==> config.mk <==
export PLATFORM = sky130hd
export DESIGN_NAME = input_debouncer
export DESIGN_NICKNAME = d
export VERILOG_FILES = /design/src/rtl/input_debouncer.sv
export SDC_FILE = /design/constraint.sdc
export NUM_CORES = 1
export LEC_CHECK = 0
export CAP_MARGIN = 5
export CORE_MARGIN = 4
export CORE_UTILIZATION = 36
export CTS_BUF_LIST = sky130_fd_sc_hd__clkbuf_4 sky130_fd_sc_hd__clkbuf_8 sky130_fd_sc_hd__clkbuf_16
export DETAILED_ROUTE_END_ITERATION = 6
export PLACE_DENSITY = 0.55
export SYNTH_ARGS = -nofsm -noshare
export SYNTH_HDL_FRONTEND = slang
export SYNTH_SLANG_ARGS = --single-unit
==> constraint.sdc <==
create_clock -name clk -period 2.6 [get_ports clk]
set_clock_uncertainty 0.2 [all_clocks]
set_input_delay 0.39 -clock clk [delete_from_list [all_inputs] [get_ports clk]]
set_output_delay 0.39 -clock clk [all_outputs]
set_load 0.03 [all_outputs]
==> src/rtl/input_debouncer.sv <==
// Multi-channel push-button/switch debouncer: 2-FF synchronizer, shared sample-tick
// prescaler and a per-channel qualification FSM with registered level and edge outputs.
//
// state     | meaning
// ----------+---------------------------------------------------------------
// STABLE_LO | accepted level is 0, synchronized input agrees
// WAIT_HI   | input went high, counting ticks before accepting the 1
// STABLE_HI | accepted level is 1, synchronized input agrees
// WAIT_LO   | input went low, counting ticks before accepting the 0
module input_debouncer #(
   parameter int NCH          = 2,
   parameter int TICK_DIV     = 100000,
   parameter int STABLE_TICKS = 10
) (
   input  logic           clk,
   input  logic           rst,
   input  logic [NCH-1:0] btn_in,
   output logic [NCH-1:0] btn_db,
   output logic [NCH-1:0] btn_rise,
   output logic [NCH-1:0] btn_fall,
   output logic           tick
);

   localparam int PW = (TICK_DIV > 1) ? $clog2(TICK_DIV) : 1;
   localparam int CW = $clog2(STABLE_TICKS) + 1;
   localparam logic [PW-1:0] PRESC_LAST = PW'(TICK_DIV - 1);
   localparam logic [CW-1:0] CNT_LAST   = CW'(STABLE_TICKS - 1);

   typedef enum logic [1:0] {
      STABLE_LO = 2'd0,
      WAIT_HI   = 2'd1,
      STABLE_HI = 2'd2,
      WAIT_LO   = 2'd3
   } state_e;

   logic [NCH-1:0] sync1_q, sync2_q;
   logic [PW-1:0]  presc_q, presc_d;
   logic           tick_w;
   state_e         state_q [NCH];
   state_e         state_d [NCH];
   logic [CW-1:0]  cnt_q [NCH];
   logic [CW-1:0]  cnt_d [NCH];
   logic [NCH-1:0] db_q, db_d;
   logic [NCH-1:0] rise_q, rise_d;
   logic [NCH-1:0] fall_q, fall_d;

   assign tick_w  = (presc_q == PRESC_LAST);
   assign presc_d = tick_w ? '0 : presc_q + 1'b1;

   always_ff @(posedge clk) begin
      if (rst) begin
         sync1_q <= '0;
         sync2_q <= '0;
         presc_q <= '0;
         db_q    <= '0;
         rise_q  <= '0;
         fall_q  <= '0;
         for (int i = 0; i < NCH; i++) begin
            state_q[i] <= STABLE_LO;
            cnt_q[i]   <= '0;
         end
      end else begin
         sync1_q <= btn_in;
         sync2_q <= sync1_q;
         presc_q <= presc_d;
         db_q    <= db_d;
         rise_q  <= rise_d;
         fall_q  <= fall_d;
         for (int i = 0; i < NCH; i++) begin
            state_q[i] <= state_d[i];
            cnt_q[i]   <= cnt_d[i];
         end
      end
   end

   // A reversion to the accepted level wins over a tick arriving on the same clock.
   always_comb begin
      db_d   = db_q;
      rise_d = '0;
      fall_d = '0;
      for (int i = 0; i < NCH; i++) begin
         state_d[i] = state_q[i];
         cnt_d[i]   = cnt_q[i];
         case (state_q[i])
            STABLE_LO: begin
               if (sync2_q[i]) begin
                  state_d[i] = WAIT_HI;
                  cnt_d[i]   = '0;
               end
            end
            WAIT_HI: begin
               if (!sync2_q[i]) begin
                  state_d[i] = STABLE_LO;
                  cnt_d[i]   = '0;
               end else if (tick_w) begin
                  if (cnt_q[i] == CNT_LAST) begin
                     state_d[i] = STABLE_HI;
                     cnt_d[i]   = '0;
                     db_d[i]    = 1'b1;
                     rise_d[i]  = 1'b1;
                  end else begin
                     cnt_d[i] = cnt_q[i] + 1'b1;
                  end
               end
            end
            STABLE_HI: begin
               if (!sync2_q[i]) begin
                  state_d[i] = WAIT_LO;
                  cnt_d[i]   = '0;
               end
            end
            WAIT_LO: begin
               if (sync2_q[i]) begin
                  state_d[i] = STABLE_HI;
                  cnt_d[i]   = '0;
               end else if (tick_w) begin
                  if (cnt_q[i] == CNT_LAST) begin
                     state_d[i] = STABLE_LO;
                     cnt_d[i]   = '0;
                     db_d[i]    = 1'b0;
                     fall_d[i]  = 1'b1;
                  end else begin
                     cnt_d[i] = cnt_q[i] + 1'b1;
                  end
               end
            end
            default: begin
               state_d[i] = STABLE_LO;
               cnt_d[i]   = '0;
            end
         endcase
      end
   end

   assign btn_db   = db_q;
   assign btn_rise = rise_q;
   assign btn_fall = fall_q;
   assign tick     = tick_w;

endmodule

# After elaboration in Yosys (flattened, before gate mapping)

Memory sizes are Yosys's and may differ from the RTL's.
Cells that the tools add are included.

Add/sub/neg operators: 3
Equal/unequal tests: 21
Mux-type cells: 57
Bitwise logic cells: 10
Reductions and logical operators: 11

Operators with widths:

| operator                                      | number |
|---|---|
| two-way mux 5 bit                             | 14 |
| one-hot mux 5 bit (4 select lines)            | 2 |
| two-way mux 2 bit                             | 18 |
| != test 2 bit, second input constant          | 12 |
| two-way mux 1 bit                             | 19 |
| adder 17 x 1 -> 17 bit, second input constant | 1 |
| == test 17 bit, second input constant         | 1 |
| one-hot mux 2 bit (4 select lines)            | 2 |
| AND reduction 7 bit                           | 2 |
| OR reduction 3 bit                            | 4 |
| adder 5 x 1 -> 5 bit, second input constant   | 2 |
| == test 5 x 4 -> 1 bit, second input constant | 2 |
| == test 2 bit, second input constant          | 4 |
| inverter 1 bit                                | 6 |
| == test 2 x 1 -> 1 bit, second input constant | 2 |
| zero test 2 bit                               | 2 |
| OR 1 bit                                      | 4 |
| one-hot mux 1 bit (2 select lines)            | 2 |
| nonzero test 2 bit                            | 2 |
| OR reduction 2 bit                            | 1 |

Bits in registers: 27
Bits in writable memories: 14
Memories kept: 2

Memory list:

| memory  | depth | width | read ports | clocked after memory_dff | write ports | RTL line | source |
|---|---|---|---|---|---|---|---|
| cnt_q   | 2     | 5     | 2          | 0                        | 2           | 41       | `logic [CW-1:0] cnt_q [NCH];` |
| state_q | 2     | 2     | 2          | 0                        | 2           | 39       | `state_e state_q [NCH];` |

# Logic depth before layout (Yosys ltp)

Word-level depth: 6
Depth in mapped cells: 8

# Worst setup path before layout

No wires, ideal clock.

Path kind: reg2reg
Start: register presc_q[0]
End: memory cnt_q[0][7] in the netlist's numbering
Library setup time: 0.074 ns
Arrival time: 2.006 ns
Setup slack: 0.320 ns
Cell stages (with the launch flop): 9
Buffers on the path: 1
Period minus slack after synthesis: 2.280 ns
Path through: dfxtp_1 > ha_1 > nand4_1 > or4_4 > inv_2 > buf_6 > and3_4 > nand3b_1 > a31oi_1

RTL lines:

| element                  | RTL line | source |
|---|---|---|
| start: declaration       | 37       | `logic [PW-1:0] presc_q, presc_d;` |
| start signal: assignment | 65       | `presc_q <= presc_d;` |
| end: declaration         | 41       |  |

# Final worst setup path

Start: register presc_q[8]
End: output tick

Word-level cells in the longest chain between the ends: 1

RTL lines:

| element          | RTL line | source |
|---|---|---|
| == test 17 bit   | 47       | `assign tick_w = (presc_q == PRESC_LAST);` |
| end: declaration | 21       | `output logic tick` |

Every way passes these cells.

==> results.md <==
* Row count at 26
* Place WS at ~0.27 ns
* VDD IR-drop max at about 310 uV
* Leakage at between 0.8 and 0.9 nW
* CP Class: reg -> out
* Reg2reg path depth at 6
* First-pass GRT wire length at around 6.7 mm
* Ys flop type: dfxtp_1
* Detailed Routing Iterations Pass 1 at 4
* Fraction of layout cells with a size suffix above 1 at between 10% and 20%
* Largest net degree at the start of global routing at 21
* Routability cong. at about 0.74
* RSZ-0062 raised after global routing: false
* Cts bufs inserted at 5
* Ant. Diodes at 0
* Per-cell routed wire length at between 10 and 15 um
* Worst reg2reg startpoint: presc_q[8]
* Syn nets at between 200 and 250
* Cells resized by post-CTS repair at 2
* GR Overflow Total at 0
* Setup_tns at 0 ns
* Core footprint at about 5100 sq um
* Via/cell ratio at between 5 and 6
* Chip height at around 80 um
* Reg-to-reg setup timing slack at 0.34 ns
* Worst hold path class: reg -> reg
* Worst Hold Path EP: sync2_q[0]
* Sequential area share after synthesis at 42.5%
* Clk slew on worst S/H paths at approximately 0.080 ns
* Sequence of cells on the critical path: or4b_4 > or4_4 > inv_8 > buf_6
* Mapped Cells at 223
* Syn avg cell area at about 8.7 sq um
* Post-synthesis async set-or-reset flop share at 0%
* Longest Clk Path Bufs at 2
* CP Max Fanout at 11
* Fin nets at roughly 250
* Via Count at approximately 1600
* Yosys warns at 0
* CTS Hold Bufs at 0
* Antenna violations before repair at 0
* Drt drc at 0
* DP Wirelength at between 2 and 3 mm
* Hold path cells at 1
* CTS tree: yes
* Max Slew Vio Count at 0
* Area Growth Syn to Fin at 18.1%
* Final setup violation count at 0
* Period utilization at between 90% and 100%
* Post-CTS setup buffer count at 0
* Clk sinks at 41
* Fin. Hold Viols at 0
* Worst skew pair latency at about 0.30 ns
* Vias in the first global route at about 1600
* Max frequency at ~400 MHz
* Multi-input logic area at around 1000 sq um
* Die X at between 80 and 90 um
* Reg area at ~800 sq um
* Commonest non-fill, non-tap cell in the layout: dfxtp_1
* Post-route ant nets at 0
* Filler instances at ~550
* Unique masters post-synth at just over 40
* All-Layer GR Usage at 12.9%
* Initial Util at a little under two fifths
* Pwr per Cell Area at between 500 and 600 nW/um^2
* Tmin final at approximately 2.5 ns
* CP Launch Type: flop
* Maxcap violations at 0
* Mapped Area at a little under 2000 sq um
* Port bufs at 10
* Status: finished clean
* Critical path required time at between 2 and 2.5 ns
* Number of flops mapped to enable cells by yosys at 0
* Final WS setup at 0.0585 ns
* Final WL at between 3 and 4 mm
* CP bufs+invs at 2
* Number of DRC markers after the initial detailed-route iteration at between 90 and 100
* Most frequent cells in the layout: 40 x dfxtp_1, 26 x nor2_1, 21 x nand2_1
* # IOs at 11
* Max stage delay on crit path at 0.56 ns
* Critical Path End Type: output pin
* Hold path start: sync1_q[0]
* Worst path slowest cell: or4b_4
* Total die area at between 6000 and 7000 sq um
* RR Endpoint: state_q[0][2]
* Worst-Margin Slew at roughly 0.46 ns
* Arrival time at the worst endpoint at between 1.5 and 2 ns
* Top cell family by delay on the critical path: simple AND/OR/NAND/NOR gates
* Synth Register Bits at between 40 and 50
* Fin cells at 313
* Dpl cells at about 310
* Max_slew headroom at about 70%
* CTS H-Tree Depth at 2
* CTS Root Cell: clkbuf_8
==> where the power goes <==
group,total (mW),switching (mW),internal (mW)
logic,0.0901,0.0501,0.0400
clock network,0.524,0.237,0.287
registers,0.652,0.0127,0.639
==> per-layer routing <==
layer  vias up  track usage (%)  wire (um)  part of all wire (%)
met5         -                0          0                     0
met4         0             6.59         74                   2.0
met3         6             3.33        182                   4.9
met2        39             21.3       1660                    44
li1        823                -          -                     -
met1       708             15.5       1840                    49
==> sequential cells by signal, indices dropped and copies added, names as in the netlist, named ones only <==
name      flops
presc_q      17
btn_fall      2
state_q       2
btn_db        2
cnt_q        10
btn_rise      2
sync2_q       2
sync1_q       2
==> how the worst max path moves through the flow <==
stage | start | endpoint | slack, ns | cells after the start
floorplan | presc_q[0] | cnt_q[0][7] | 0.32 | 8
global placement | presc_q[8] | tick | 0.31 | 4
detailed placement | presc_q[8] | tick | 0.27 | 4
CTS | presc_q[8] | tick | 0.005 | 4
global route | presc_q[8] | tick | 0.003 | 4
finish | presc_q[8] | tick | 0.06 | 4
==> logic make-up (layout without fill, tap and decap cells) <==
| kind of cell | count (synthesis) | count (layout) | share of synthesized area, % |
|---|---|---|---|
| muxes | 4 | 4 | 2.07 |
| xor gates and xnor gates | 13 | 13 | 5.90 |
| adders and majority gates | 8 | 8 | 5.18 |
| and+or+nand+nor | 105 | 105 | 29.2 |
| DFF | 41 | 41 | 42.5 |
| AOI/OAI and AO/OA | 35 | 35 | 11.4 |
| buffers and inverters | 17 | 37 | 3.69 |
==> per-stage QoR <==
stage / power, mW / hold slack (ns) / utilization (%) / cell area (sq um)
2_1_floorplan: 0.724 / 0.214 / - / 1930
3_3_place_gp: 0.757 / 0.218 / 41.8 / 2150
3_5_place_dp: 0.756 / 0.226 / 41.8 / 2150
4_1_cts: 1.29 / 0.247 / 44.2 / 2270
5_1_grt: 1.33 / 0.267 / 44.4 / 2280
6_report: 1.27 / 0.248 / 44.4 / 2280
==> cell type report <==
class / count / share of cell area, %
Clock buffer: 5 / 3.02
Clock inverter: 3 / 2.03
Inverter: 10 / 1.98
Multi-Input combinational cell: 165 / 45.7
Sequential cell: 41 / 36.1
Tap cell: 70 / 3.84
Timing Repair Buffer: 19 / 7.41
==> cell usage after synthesis, types with 2 or more instances <==
cell,count,area (sq um)
or3_1,7,43.8
nand3b_1,2,15.0
nand4bb_1,2,22.5
xor2_1,8,70.1
nand4_1,4,25.0
dfxtp_1,41,821
nand3_1,12,60.1
inv_1,9,33.8
nand2_1,21,78.8
and3_1,4,25.0
a21oi_1,10,50.1
nor2_1,26,97.6
ha_1,8,100
mux2i_1,4,40.0
nor2b_1,4,25.0
nand2b_1,3,18.8
o31ai_1,2,15.0
nor3_1,7,35.0
xnor2_1,5,43.8
nor3b_1,2,15.0
nor4b_1,2,17.5
a41oi_1,2,17.5
o21ai_0,11,55.1
clkbuf_1,6,22.5
a31oi_1,4,25.0
nor4bb_1,2,20.0
Power figures use the tool's default switching activity.
